===== src/rtl/arvi_bus_pkg.sv =====
`default_nettype none
// ============================================================================
// Module      : arvi_bus_pkg
// Description : Shared types and bus field widths for the system bus arbiter.
// Revision    : 1.0 - initial release
// ============================================================================
package arvi_bus_pkg;

  // Core data/address width; matches the XLEN of the RISC-V cores on the bus.
  localparam int XLEN = 32;
  // Byte-lane enable width of one bus word.
  localparam int BE_W = 4;

  // Arbiter ownership phases: free, transfer in flight, or bus held by an
  // atomic sequence between transfers.
  typedef enum logic [1:0] {
    IDLE   = 2'd0,
    BUSY   = 2'd1,
    LOCKED = 2'd2
  } arb_state_t;

endpackage
`default_nettype wire


===== src/rtl/rr_picker.sv =====
`default_nettype none
// ============================================================================
// Module      : rr_picker
// Description : Combinational round-robin selector. Searches the request
//               vector starting at last+1 (mod N) and returns the first hit.
// Revision    : 1.0 - initial release
// ============================================================================
module rr_picker
  import arvi_bus_pkg::*;
#(
  parameter  int N_MASTERS = 2,
  localparam int GNT_W     = $clog2(N_MASTERS)
) (
  input  logic [N_MASTERS-1:0] i_req,
  input  logic [GNT_W-1:0]     i_last,
  output logic [GNT_W-1:0]     o_gnt,
  output logic                 o_valid
);

  logic [GNT_W-1:0] cand;

  // Walk offsets from farthest to nearest so the nearest requester after
  // last is the final (winning) assignment.
  always_comb begin
    o_gnt   = '0;
    o_valid = 1'b0;
    cand    = '0;
    for (int off = N_MASTERS; off >= 1; off--) begin
      cand = GNT_W'((int'(i_last) + off) % N_MASTERS);
      if (i_req[cand]) begin
        o_gnt   = cand;
        o_valid = 1'b1;
      end
    end
  end

endmodule
`default_nettype wire


===== src/rtl/bus_arbiter.sv =====
`default_nettype none
// ============================================================================
// Module      : bus_arbiter
// Description : Round-robin multi-master arbiter for the shared system bus.
//               Forwards the granted master to the single slave port and
//               holds the grant across atomic (LR/SC, AMO) sequences.
// Revision    : 1.0 - initial release
// ============================================================================
module bus_arbiter
  import arvi_bus_pkg::*;
#(
  parameter  int N_MASTERS = 2,
  localparam int GNT_W     = $clog2(N_MASTERS)
) (
  input  logic                      i_clk,
  input  logic                      i_rst,
  input  logic [N_MASTERS-1:0]      i_m_bus_en,
  input  logic [N_MASTERS-1:0]      i_m_wr_en,
  input  logic [N_MASTERS*XLEN-1:0] i_m_wr_data,
  input  logic [N_MASTERS*XLEN-1:0] i_m_addr,
  input  logic [N_MASTERS*BE_W-1:0] i_m_byte_en,
  input  logic [N_MASTERS-1:0]      i_m_atomic,
  output logic [N_MASTERS-1:0]      o_m_ack,
  output logic [XLEN-1:0]           o_m_rd_data,
  output logic                      o_s_bus_en,
  output logic                      o_s_wr_en,
  output logic [XLEN-1:0]           o_s_wr_data,
  output logic [XLEN-1:0]           o_s_addr,
  output logic [BE_W-1:0]           o_s_byte_en,
  input  logic                      i_s_ack,
  input  logic [XLEN-1:0]           i_s_rd_data
);

  arb_state_t       state_q, state_d;
  logic [GNT_W-1:0] gnt_q, gnt_d;
  logic [GNT_W-1:0] last_q, last_d;
  logic [GNT_W-1:0] pick_gnt;
  logic             pick_valid;

  logic [XLEN-1:0]  m_wr_data [N_MASTERS];
  logic [XLEN-1:0]  m_addr    [N_MASTERS];
  logic [BE_W-1:0]  m_byte_en [N_MASTERS];

  for (genvar k = 0; k < N_MASTERS; k++) begin : g_unpack
    assign m_wr_data[k] = i_m_wr_data[k*XLEN +: XLEN];
    assign m_addr[k]    = i_m_addr[k*XLEN +: XLEN];
    assign m_byte_en[k] = i_m_byte_en[k*BE_W +: BE_W];
  end

  rr_picker #(
    .N_MASTERS (N_MASTERS)
  ) u_rr_picker (
    .i_req   (i_m_bus_en),
    .i_last  (last_q),
    .o_gnt   (pick_gnt),
    .o_valid (pick_valid)
  );

  // Next-state logic: arbitrate only from IDLE; a lock keeps the same master.
  always_comb begin
    state_d = state_q;
    gnt_d   = gnt_q;
    last_d  = last_q;
    case (state_q)
      IDLE: begin
        if (pick_valid) begin
          state_d = BUSY;
          gnt_d   = pick_gnt;
          last_d  = pick_gnt;
        end
      end
      BUSY: begin
        // A master dropping bus_en early does not end the transfer; only the
        // slave ack does.
        if (i_s_ack) begin
          state_d = i_m_atomic[gnt_q] ? LOCKED : IDLE;
        end
      end
      LOCKED: begin
        if (i_m_bus_en[gnt_q]) begin
          state_d = BUSY;
        end else if (!i_m_atomic[gnt_q]) begin
          state_d = IDLE;
        end
      end
      default: begin
        state_d = IDLE;
      end
    endcase
  end

  // State and grant registers; master 0 wins the first arbitration after reset.
  always_ff @(posedge i_clk or posedge i_rst) begin
    if (i_rst) begin
      state_q <= IDLE;
      gnt_q   <= '0;
      last_q  <= GNT_W'(N_MASTERS - 1);
    end else begin
      state_q <= state_d;
      gnt_q   <= gnt_d;
      last_q  <= last_d;
    end
  end

  // Slave-side mux and ack demux; slave acks outside BUSY are ignored.
  always_comb begin
    o_s_bus_en  = 1'b0;
    o_s_wr_en   = 1'b0;
    o_s_wr_data = '0;
    o_s_addr    = '0;
    o_s_byte_en = '0;
    o_m_ack     = '0;
    if (state_q != IDLE) begin
      o_s_bus_en  = (state_q == BUSY) ? 1'b1 : i_m_bus_en[gnt_q];
      o_s_wr_en   = i_m_wr_en[gnt_q];
      o_s_wr_data = m_wr_data[gnt_q];
      o_s_addr    = m_addr[gnt_q];
      o_s_byte_en = m_byte_en[gnt_q];
    end
    if ((state_q == BUSY) && i_s_ack) begin
      o_m_ack[gnt_q] = 1'b1;
    end
  end

  assign o_m_rd_data = i_s_rd_data;

endmodule
`default_nettype wire


===== config.mk =====
export PLATFORM = sky130hd
export DESIGN_NAME = bus_arbiter
export DESIGN_NICKNAME = d
export VERILOG_FILES = /design/src/rtl/arvi_bus_pkg.sv /design/src/rtl/rr_picker.sv /design/src/rtl/bus_arbiter.sv
export SDC_FILE = /design/constraint.sdc
export NUM_CORES = 1
export LEC_CHECK = 0
export BUFFER_PORTS_ARGS = -buffer_cell sky130_fd_sc_hd__clkbuf_2
export CORE_AREA = 2 2 108 110
export CTS_CLUSTER_SIZE = 30
export DETAILED_ROUTE_END_ITERATION = 10
export DIE_AREA = 0 0 110 112
export GPL_TIMING_DRIVEN = 0
export PLACE_DENSITY_LB_ADDON = 0.1
export REMOVE_ABC_BUFFERS = 1
export SLEW_MARGIN = 20
export SYNTH_ARGS = -nofsm -noshare
export SYNTH_HDL_FRONTEND = slang
export SYNTH_SLANG_ARGS = --single-unit

===== constraint.sdc =====
create_clock -name i_clk -period 2.4 [get_ports i_clk]
set_clock_uncertainty 0.05 [all_clocks]
set_input_delay 0.36 -clock i_clk [delete_from_list [all_inputs] [get_ports i_clk]]
set_output_delay 0.36 -clock i_clk [all_outputs]
set_load 0.05 [all_outputs]

==> results of run 1 <==
==> registers in the layout, summed over array words and instances (netlist names) <==
| register | count |
|---|---|
| gnt_q | 1 |
| last_q | 1 |
| state_q | 2 |
==> cell type report <==
type	count	area, µm²	area share [%]
sequential	4	105	3.98
multi-input combinational	155	1060	40.1
inverter	2	7.51	0.284
clock buffer	4	78.8	2.98
tap	143	179	6.77
timing repair buffer	223	1210	45.9
==> synth_stat cells <==
library cell and count:
a21oi_1 4, nand3b_1 2, mux2i_1 71, nor2_1 72, nand2_1 2, o21ai_0 1, a31oi_1 1, a32o_1 1
buf_12 8, inv_1 2, o31ai_1 1, buf_4 32, dfrtp_1 3, dfstp_2 1, buf_2 8
==> routing by layer <==
metal,wire (µm),up-vias
met2,3360,153
met4,71,2
met5,77,-
li1,-,1021
met1,3230,883
met3,1130,10
==> cells by family (layout without fill, tap and decap cells) <==
| kind of cell | count (synthesis) | after routing | share of synthesized area, % |
|---|---|---|---|
| simple gates | 76 | 76 | 18.3 |
| buf+inv | 50 | 229 | 28.0 |
| flops | 4 | 4 | 6.33 |
| compound gates | 8 | 8 | 3.05 |
| mux | 71 | 71 | 44.4 |
==> power breakdown <==
part	internal [mW]	switching (mW)
Sequential	0.111	0.0397
Clock	0.220	0.0506
Combinational	1.15	3.16
==> timing repair <==
item | in CTS | in global routing
buffers inserted | 1 | 2
hold buffers | 1 | 0
hold endpoints to repair | 3 | 0
setup endpoints to repair | 5 | 1
==> worst paths after layout <==
kind	start	end	slack, ns	cells after the start
max	gnt_q$_DFFE_PP0P_	o_s_addr[15]	0.38	5
min reg2reg	last_q$_DFFE_PP1P_	last_q$_DFFE_PP1P_	0.47	2
max in group asynchronous	i_rst	last_q$_DFFE_PP1P_	1.57	3
min	i_m_bus_en[0]	last_q$_DFFE_PP1P_	0.31	2
min in group asynchronous	i_rst	state_q[1]$_DFFE_PP0P_	0.50	3
max reg2reg	gnt_q$_DFFE_PP0P_	state_q[1]$_DFFE_PP0P_	0.99	4
==> worst register-to-register path, delay by kind of cell (launching register included) <==
kind,cells,cell delay (ns)
AO/OA/AOI/OAI,1,0.18
AND/OR/NAND/NOR,1,0.11
multiplexers,1,0.33
buffers and inverters,1,0.24
flip-flops,1,0.42
==> per-stage QoR <==
stage               power (mW)  cells  hold WS [ns]
floorplan                 3.45    161        0.0754
CTS                       4.75    529         0.317
global route              5.03    531         0.347
global placement          3.50    520         0.184
finish                    4.73    531         0.313
detailed placement        4.40    523         0.179
==> impl_metrics.env, run 1 <==
export IMPL_cts_resized=0
export IMPL_nFillCells=1270
export IMPL_synth_top_cell_area_share_pct=44.4
export IMPL_avgSynthCellArea_um2=7.66
export IMPL_ioPinCount=281
export IMPL_hpwl_mm=6.63
export IMPL_drive_gt1_share_pct=58.8
export IMPL_grt_ovfl_total=0
export IMPL_drv_cap=0
export IMPL_vias=2069
export IMPL_postPlaceCellArea_mm2=0.00250
export IMPL_fin_crit_sh_pct=84.2
export IMPL_grt_pass1_wl_mm=11.0
export IMPL_required_ns=1.99
export IMPL_nets=566
export IMPL_dr_pass1_iters=4
export IMPL_fp_row_count=39
export IMPL_grt_max_degree=41
export IMPL_ys_warnings_count=0
export IMPL_slew_violations=0
export IMPL_final_cell_mix="clkbuf_2, mux2i_1, nor2_1"
export IMPL_fin_area_mm2=0.00264
export IMPL_antenna_cells=0
export IMPL_synth_cells=209
export IMPL_cpPeakStageDelay_ns=0.49
export IMPL_busiest_layer="met2"
export IMPL_die_h_um=112
export IMPL_final_setup_worst_slack_ns=0.380
export IMPL_p_leak_nw=1.62
export IMPL_yosysUniqueCellTypes=15
export IMPL_cts_clk_slew_worst_paths_ns=0.03
export IMPL_dieArea_mm2=0.0123
export IMPL_numCtsBuffers=3
export IMPL_setup_viol=0
export IMPL_path_cells="buf_4, buf_12, mux2i_1, nor2_1, clkbuf_2"
export IMPL_first_global_vias=2063
export IMPL_synth_top_area_cell="mux2i_1"
export IMPL_gr_usage_met1_pct=14.4
export IMPL_clock_root_buffer="clkbuf_16"
export IMPL_cp_slowest_cell="dfrtp_4"
export IMPL_htree_levels=1
export IMPL_met3_usage_pct=7.14
export IMPL_critical_path_class="reg2out"
export IMPL_drcViolationCount=0
export IMPL_viasPerCell=3.90
export IMPL_synth_area_leaders="mux2i_1, nor2_1, buf_4"
export IMPL_port_buffers=216
export IMPL_areaGrowthSynthToFinish_pct=65.1
export IMPL_rsz0062_at_grt="false"
export IMPL_synth_seq_area_share_pct=6.33
export IMPL_pre_cts_ws_ns=0.145
export IMPL_cp_num_buf_inv=3
export IMPL_cts_buffer_depth=2
export IMPL_worst_slew_pin_transition_ns=0.394
export IMPL_powerDensity_mw_per_mm2=1790
export IMPL_wl_per_cell_um=14.8
export IMPL_cp_max_fo=15
export IMPL_track_usage_pct=11.9
export IMPL_start_kind="flop"
export IMPL_peakVddDrop_mv=0.858
export IMPL_arrival_ns=1.61
export IMPL_gp_congestion=0.716
export IMPL_layout_commonest_cell="clkbuf_2"
export IMPL_fin_tns_setup_ns=0
export IMPL_hold_class="in2reg"
export IMPL_die_width_um=110
export IMPL_period_needed_ns=2.02
export IMPL_fin_util_pct=23.7
export IMPL_outcome="completed"
export IMPL_synth_area_mm2=0.00160
export IMPL_routed_wl_mm=7.86
export IMPL_use_met2_pct=17.8
export IMPL_start_util_pct=14.3
export IMPL_end_kind="primary output"
export IMPL_coreArea_mm2=0.0112
export IMPL_clk_latency_ns=0.23
export IMPL_hold_viol=0
export IMPL_ys_ff_latch=4
export IMPL_max_freq_ghz=0.495
export IMPL_relSlewSlack_pct=73.7
export IMPL_antenna_left=0
export IMPL_antenna_found_initial=0
export IMPL_cts_tree="built"
export IMPL_cp_top_family="buffers and inverters"
export IMPL_cts_sinks=4
export IMPL_initialDrtViolationCount=59
Power figures use the tool's default switching activity.
==> run 2, diff against run 1 <==
==> constraint.sdc (replaced) <==
create_clock -name i_clk -period 1.6 [get_ports i_clk]
set_clock_uncertainty 0.05 [all_clocks]
set_input_delay 0.24 -clock i_clk [delete_from_list [all_inputs] [get_ports i_clk]]
set_output_delay 0.24 -clock i_clk [all_outputs]
set_load 0.05 [all_outputs]
==> impl_metrics.env, run 2 (synthesis gave the netlist of run 1 again) <==
export IMPL_start_kind="flop"
export IMPL_cp_max_fo=6
export IMPL_cts_tree="built"
export IMPL_period_needed_ns=1.81
export IMPL_required_ns=1.31
export IMPL_p_switching_mw=5.37
export IMPL_die_h_um=112
export IMPL_first_global_vias=2384
export IMPL_nets=583
export IMPL_critical_path_class="reg2out"
export IMPL_hpwl_mm=6.63
export IMPL_antenna_found_initial=0
export IMPL_p_leak_nw=1.95
export IMPL_path_cells="buf_12, buf_12, mux2i_1, nor2_1, clkbuf_8"
export IMPL_areaGrowthSynthToFinish_pct=125
export IMPL_slew_violations=0
export IMPL_htree_levels=1
export IMPL_outcome="complete, but fails checks"
export IMPL_grt_max_degree=21
export IMPL_path_common_cell="buf_12"
export IMPL_peakVddDrop_mv=1.57
export IMPL_fp_row_count=39
export IMPL_ioPinCount=281
export IMPL_rsz0062_at_grt="true"
export IMPL_power_frac_seq_pct=2.4
export IMPL_swShare_pct=55.6
export IMPL_reg_largest_list="state_q: 2 flops, gnt_q: 1 flops, last_q: 1 flops"
export IMPL_grt_ovfl_total=0
export IMPL_internal_power_mw=4.28
export IMPL_cp_num_buf_inv=3
export IMPL_cp_slowest_cell="dfrtp_4"
export IMPL_final_setup_worst_slack_ns=-0.210
export IMPL_power_mw=9.65
export IMPL_vias=2221
export IMPL_drv_cap=0
export IMPL_routed_wl_mm=9.29
export IMPL_hold_class="in2reg"
export IMPL_violations="setup timing"
export IMPL_cpPeakStageDelay_ns=0.51
export IMPL_end_kind="primary output"
export IMPL_start_util_pct=14.3
export IMPL_gp_congestion=0.716
export IMPL_fin_crit_sh_pct=113
export IMPL_largest_register_ffs=2
export IMPL_cts_sinks=4
export IMPL_comb_power_share_pct=93.4
export IMPL_dieArea_mm2=0.0123
export IMPL_fin_tns_setup_ns=-9.80
export IMPL_max_freq_ghz=0.553
export IMPL_clock_root_buffer="clkbuf_16"
export IMPL_coreArea_mm2=0.0112
export IMPL_hold_viol=0
export IMPL_arrival_ns=1.52
export IMPL_cp_top_family="flip-flops"
export IMPL_worst_slew_pin_transition_ns=0.290
export IMPL_antenna_left=0
export IMPL_cts_clk_slew_worst_paths_ns=0.03
export IMPL_drcViolationCount=0
export IMPL_initialDrtViolationCount=82
export IMPL_dr_pass1_iters=4
export IMPL_relSlewSlack_pct=80.6
export IMPL_layout_commonest_cell="clkbuf_2"
export IMPL_numCtsBuffers=3
export IMPL_powerDensity_mw_per_mm2=2680
export IMPL_drive_gt1_share_pct=63.2
export IMPL_track_usage_pct=14.3
export IMPL_top_register="state_q"
export IMPL_final_cell_mix="clkbuf_2, clkbuf_8, nor2_1"
export IMPL_port_buffers=216
export IMPL_viasPerCell=4.05
export IMPL_p_clk_share_pct=4.2
export IMPL_cts_buffer_depth=2
export IMPL_wl_per_cell_um=16.9
export IMPL_antenna_cells=0
export IMPL_clk_latency_ns=0.23
export IMPL_setup_viol=71
export IMPL_die_width_um=110
export IMPL_grt_pass1_wl_mm=13.1
[run 2: cell count changes in the layout (fill, tap and decap cells not counted), moves of 4 or more]
cell | before | now
clkbuf_2 | 216 | 144
clkbuf_8 | 0 | 68
buf_6 | 0 | 8
mux2i_1 | 71 | 66
buf_8 | 0 | 4
nor2_1 | 71 | 67
nor2_2 | 0 | 4
[run 2: repair_timing]
action / in CTS / in global routing
gates resized for setup: 155 / 21
cloned: 4 / 1
buffers inserted: 14 / 3
endpoints found under the hold margin: 3 / 0
endpoints found under the setup margin: 74 / 72
hold buffers: 1 / 0
pin swaps: 3 / 7
[run 2: power by group through the flow]
stage | clock [mW] | combinational [mW] | sequential, mW
5_1_grt | 0.419 | 9.48 | 0.232
4_1_cts | 0.411 | 8.87 | 0.219
6_report | 0.405 | 9.02 | 0.227
2_1_floorplan | 0 | 3.58 | 0.425
3_3_place_gp | 0 | 3.33 | 0.419
3_5_place_dp | 0 | 6.17 | 0.434
[run 2: worst reg2reg max path, stage by stage, from the launching register on]
cell and delay [ns]:
dfrtp_4 0.45, buf_16 0.20, mux2i_4 0.28, nand3b_1 0.09
a21oi_1 0.16
[run 2: cell type report]
cell class / count / area [µm²]
Multi-Input combinational cell: 155 / 1110
Tap cell: 143 / 179
Sequential cell: 4 / 106
Clock buffer: 4 / 78.8
Fill cell: 1201 / 7580
Timing Repair Buffer: 240 / 2110
Inverter: 2 / 7.51
[run 2: layer usage]
metal  GRT usage, %  share of wire [%]  vias to the layer above
li1               -                  -                     1059
met1           17.3                 41                      994
met2           22.1                 44                      156
met3           7.67                 13                       10
met4           2.45                1.0                        2
met5           4.62               0.83                        -
[run 2: per-stage QoR]
stage	setup slack (ns)	hold slack [ns]	util [%]	instance area (µm²)	std cells
floorplan	-2.35	-0.0446	-	1160	161
global placement	-3.61	0.0639	21.7	2420	520
detailed placement	-0.535	0.0591	22.4	2500	523
CTS	-0.232	0.208	31.4	3510	546
global route	-0.261	0.258	32.2	3600	548
finish	-0.210	0.229	32.2	3600	548
[run 2: path summary, 6_finish.rpt]
path	start	to	cells after the start	slack (ns)
worst max-delay path	gnt_q$_DFFE_PP0P_	o_s_addr[15]	5	-0.21
worst min-delay path	i_m_bus_en[0]	last_q$_DFFE_PP1P_	2	0.23
worst max register to register	gnt_q$_DFFE_PP0P_	state_q[1]$_DFFE_PP0P_	4	0.28
worst min register to register	last_q$_DFFE_PP1P_	last_q$_DFFE_PP1P_	2	0.47
max in group asynchronous	i_rst	last_q$_DFFE_PP1P_	3	0.88
min in group asynchronous	i_rst	state_q[0]$_DFFE_PP0P_	3	0.39
==> run 3, diff against run 2 <==
--- a/config.mk
+++ b/config.mk
@@ -13,6 +13,7 @@
 export GPL_TIMING_DRIVEN = 0
 export PLACE_DENSITY_LB_ADDON = 0.1
 export REMOVE_ABC_BUFFERS = 1
+export SETUP_SLACK_MARGIN = 0.4
 export SLEW_MARGIN = 20
 export SYNTH_ARGS = -nofsm -noshare
 export SYNTH_HDL_FRONTEND = slang
==> impl_metrics.env, run 3 (synthesis gave the netlist of run 1 again) <==
export IMPL_power_mw=9.88
export IMPL_clk_latency_ns=0.23
export IMPL_antenna_found_initial=0
export IMPL_fin_crit_sh_pct=113
export IMPL_cts_tree="built"
export IMPL_viasPerCell=4.07
export IMPL_cp_slowest_cell="dfrtp_4"
export IMPL_ioPinCount=281
export IMPL_critical_path_class="reg2out"
export IMPL_cts_clk_slew_worst_paths_ns=0.03
export IMPL_powerDensity_mw_per_mm2=2700
export IMPL_cts_sinks=4
export IMPL_rsz0062_at_grt="true"
export IMPL_dr_pass1_iters=4
export IMPL_coreArea_mm2=0.0112
export IMPL_nets=585
export IMPL_drcViolationCount=0
export IMPL_track_usage_pct=14.3
export IMPL_fp_row_count=39
export IMPL_hold_class="in2reg"
export IMPL_required_ns=1.31
export IMPL_gp_congestion=0.716
export IMPL_peakVddDrop_mv=1.57
export IMPL_largest_register_ffs=2
export IMPL_fin_area_mm2=0.00366
export IMPL_arrival_ns=1.52
export IMPL_grt_ovfl_total=0
export IMPL_start_util_pct=14.3
export IMPL_first_global_vias=2382
export IMPL_path_cells="buf_6, clkbuf_16, mux2i_1, nor2_1, clkbuf_8"
export IMPL_drive_gt1_share_pct=64.1
export IMPL_cp_max_fo=10
export IMPL_drv_cap=0
export IMPL_period_needed_ns=1.81
export IMPL_layout_commonest_cell="clkbuf_2"
export IMPL_postPlaceCellArea_mm2=0.00250
export IMPL_placedCellCount=523
export IMPL_antenna_left=0
export IMPL_vias=2239
export IMPL_slew_violations=0
export IMPL_max_freq_ghz=0.553
export IMPL_hold_viol=0
export IMPL_hpwl_mm=6.63
export IMPL_end_kind="primary output"
export IMPL_grt_pass1_wl_mm=13.1
export IMPL_die_h_um=112
export IMPL_layout_cells_non_filler=550
export IMPL_antenna_cells=0
export IMPL_dieArea_mm2=0.0123
export IMPL_grt_max_degree=21
export IMPL_cts_buffer_depth=2
export IMPL_clock_root_buffer="clkbuf_16"
export IMPL_p_leak_nw=1.97
export IMPL_fin_util_pct=32.8
export IMPL_outcome="complete, but fails checks"
export IMPL_port_buffers=216
export IMPL_start_kind="flop"
export IMPL_final_cell_mix="clkbuf_2, clkbuf_8, nor2_1"
export IMPL_reg_largest_list="state_q: 2 flops, gnt_q: 1 flops, last_q: 1 flops"
export IMPL_initialDrtViolationCount=80
export IMPL_wl_per_cell_um=17.3
export IMPL_worst_slew_pin_transition_ns=0.215
export IMPL_numCtsBuffers=3
export IMPL_die_width_um=110
export IMPL_routed_wl_mm=9.49
export IMPL_relSlewSlack_pct=85.4
export IMPL_violations="setup timing"
export IMPL_areaGrowthSynthToFinish_pct=129
export IMPL_final_setup_worst_slack_ns=-0.210
export IMPL_cpPeakStageDelay_ns=0.51
export IMPL_setup_viol=72
export IMPL_htree_levels=1
export IMPL_whs_ns=0.241
export IMPL_top_register="state_q"
[run 3: timing repair]
| action | 4_1_cts | 5_1_grt |
|---|---|---|
| endpoints found under the hold margin | 3 | 0 |
| hold buffers | 1 | 0 |
| buffers inserted | 14 | 1 |
| resized for setup | 161 | 18 |
| endpoints found under the setup margin | 76 | 76 |
| cloned | 4 | 3 |
| pin swaps | 3 | 6 |
[run 3: layout make-up]
type | count | area (µm²)
timing repair buffer | 242 | 2180
clock buffer | 4 | 78.8
multi-input combinational | 155 | 1120
tap | 143 | 179
fill | 1195 | 7510
inverter | 2 | 7.51
sequential | 4 | 106
[run 3: layer usage]
layer / part of all wire, % / global-route usage, %
met1: 42 / 17.5
met2: 44 / 22.0
met3: 13 / 7.67
met4: 1.0 / 2.45
met5: 0.81 / 4.62
[run 3: where the power goes]
| group | leakage, nW | internal (mW) | total, mW | switching [mW] |
|---|---|---|---|---|
| registers | 0.0447 | 0.168 | 0.230 | 0.0621 |
| clock network | 0.0382 | 0.330 | 0.406 | 0.0763 |
| logic | 1.89 | 3.92 | 9.24 | 5.32 |
| total | 1.97 | 4.42 | 9.88 | 5.46 |
[run 3: final timing paths]
path                                    startpoint                     end  slack [ns]  depth (start not counted)
max in group asynchronous                    i_rst      last_q$_DFFE_PP1P_        0.89                          3
worst min register to register  last_q$_DFFE_PP1P_      last_q$_DFFE_PP1P_        0.46                          2
worst max-delay path             gnt_q$_DFFE_PP0P_         o_s_wr_data[18]       -0.21                          5
min in group asynchronous                    i_rst  state_q[0]$_DFFE_PP0P_        0.38                          3
worst max register to register   gnt_q$_DFFE_PP0P_  state_q[1]$_DFFE_PP0P_        0.27                          4
worst min-delay path                 i_m_bus_en[0]      last_q$_DFFE_PP1P_        0.24                          2
[run 3: stage by stage]
step                      setup TNS [ns]  setup WS, ns
after floorplan                  -168.55         -2.35
after CTS                         -11.47        -0.232
after global routing              -14.48        -0.260
final                             -10.49        -0.210
after detailed placement          -18.80        -0.535
after global placement           -254.03         -3.61
[run 3: worst max-delay path, delay by kind of cell, from the launching register on]
family / cells / cell delay [ns]
simple gates: 1 / 0.12
flops: 1 / 0.51
buf+inv: 3 / 0.54
mux: 1 / 0.13
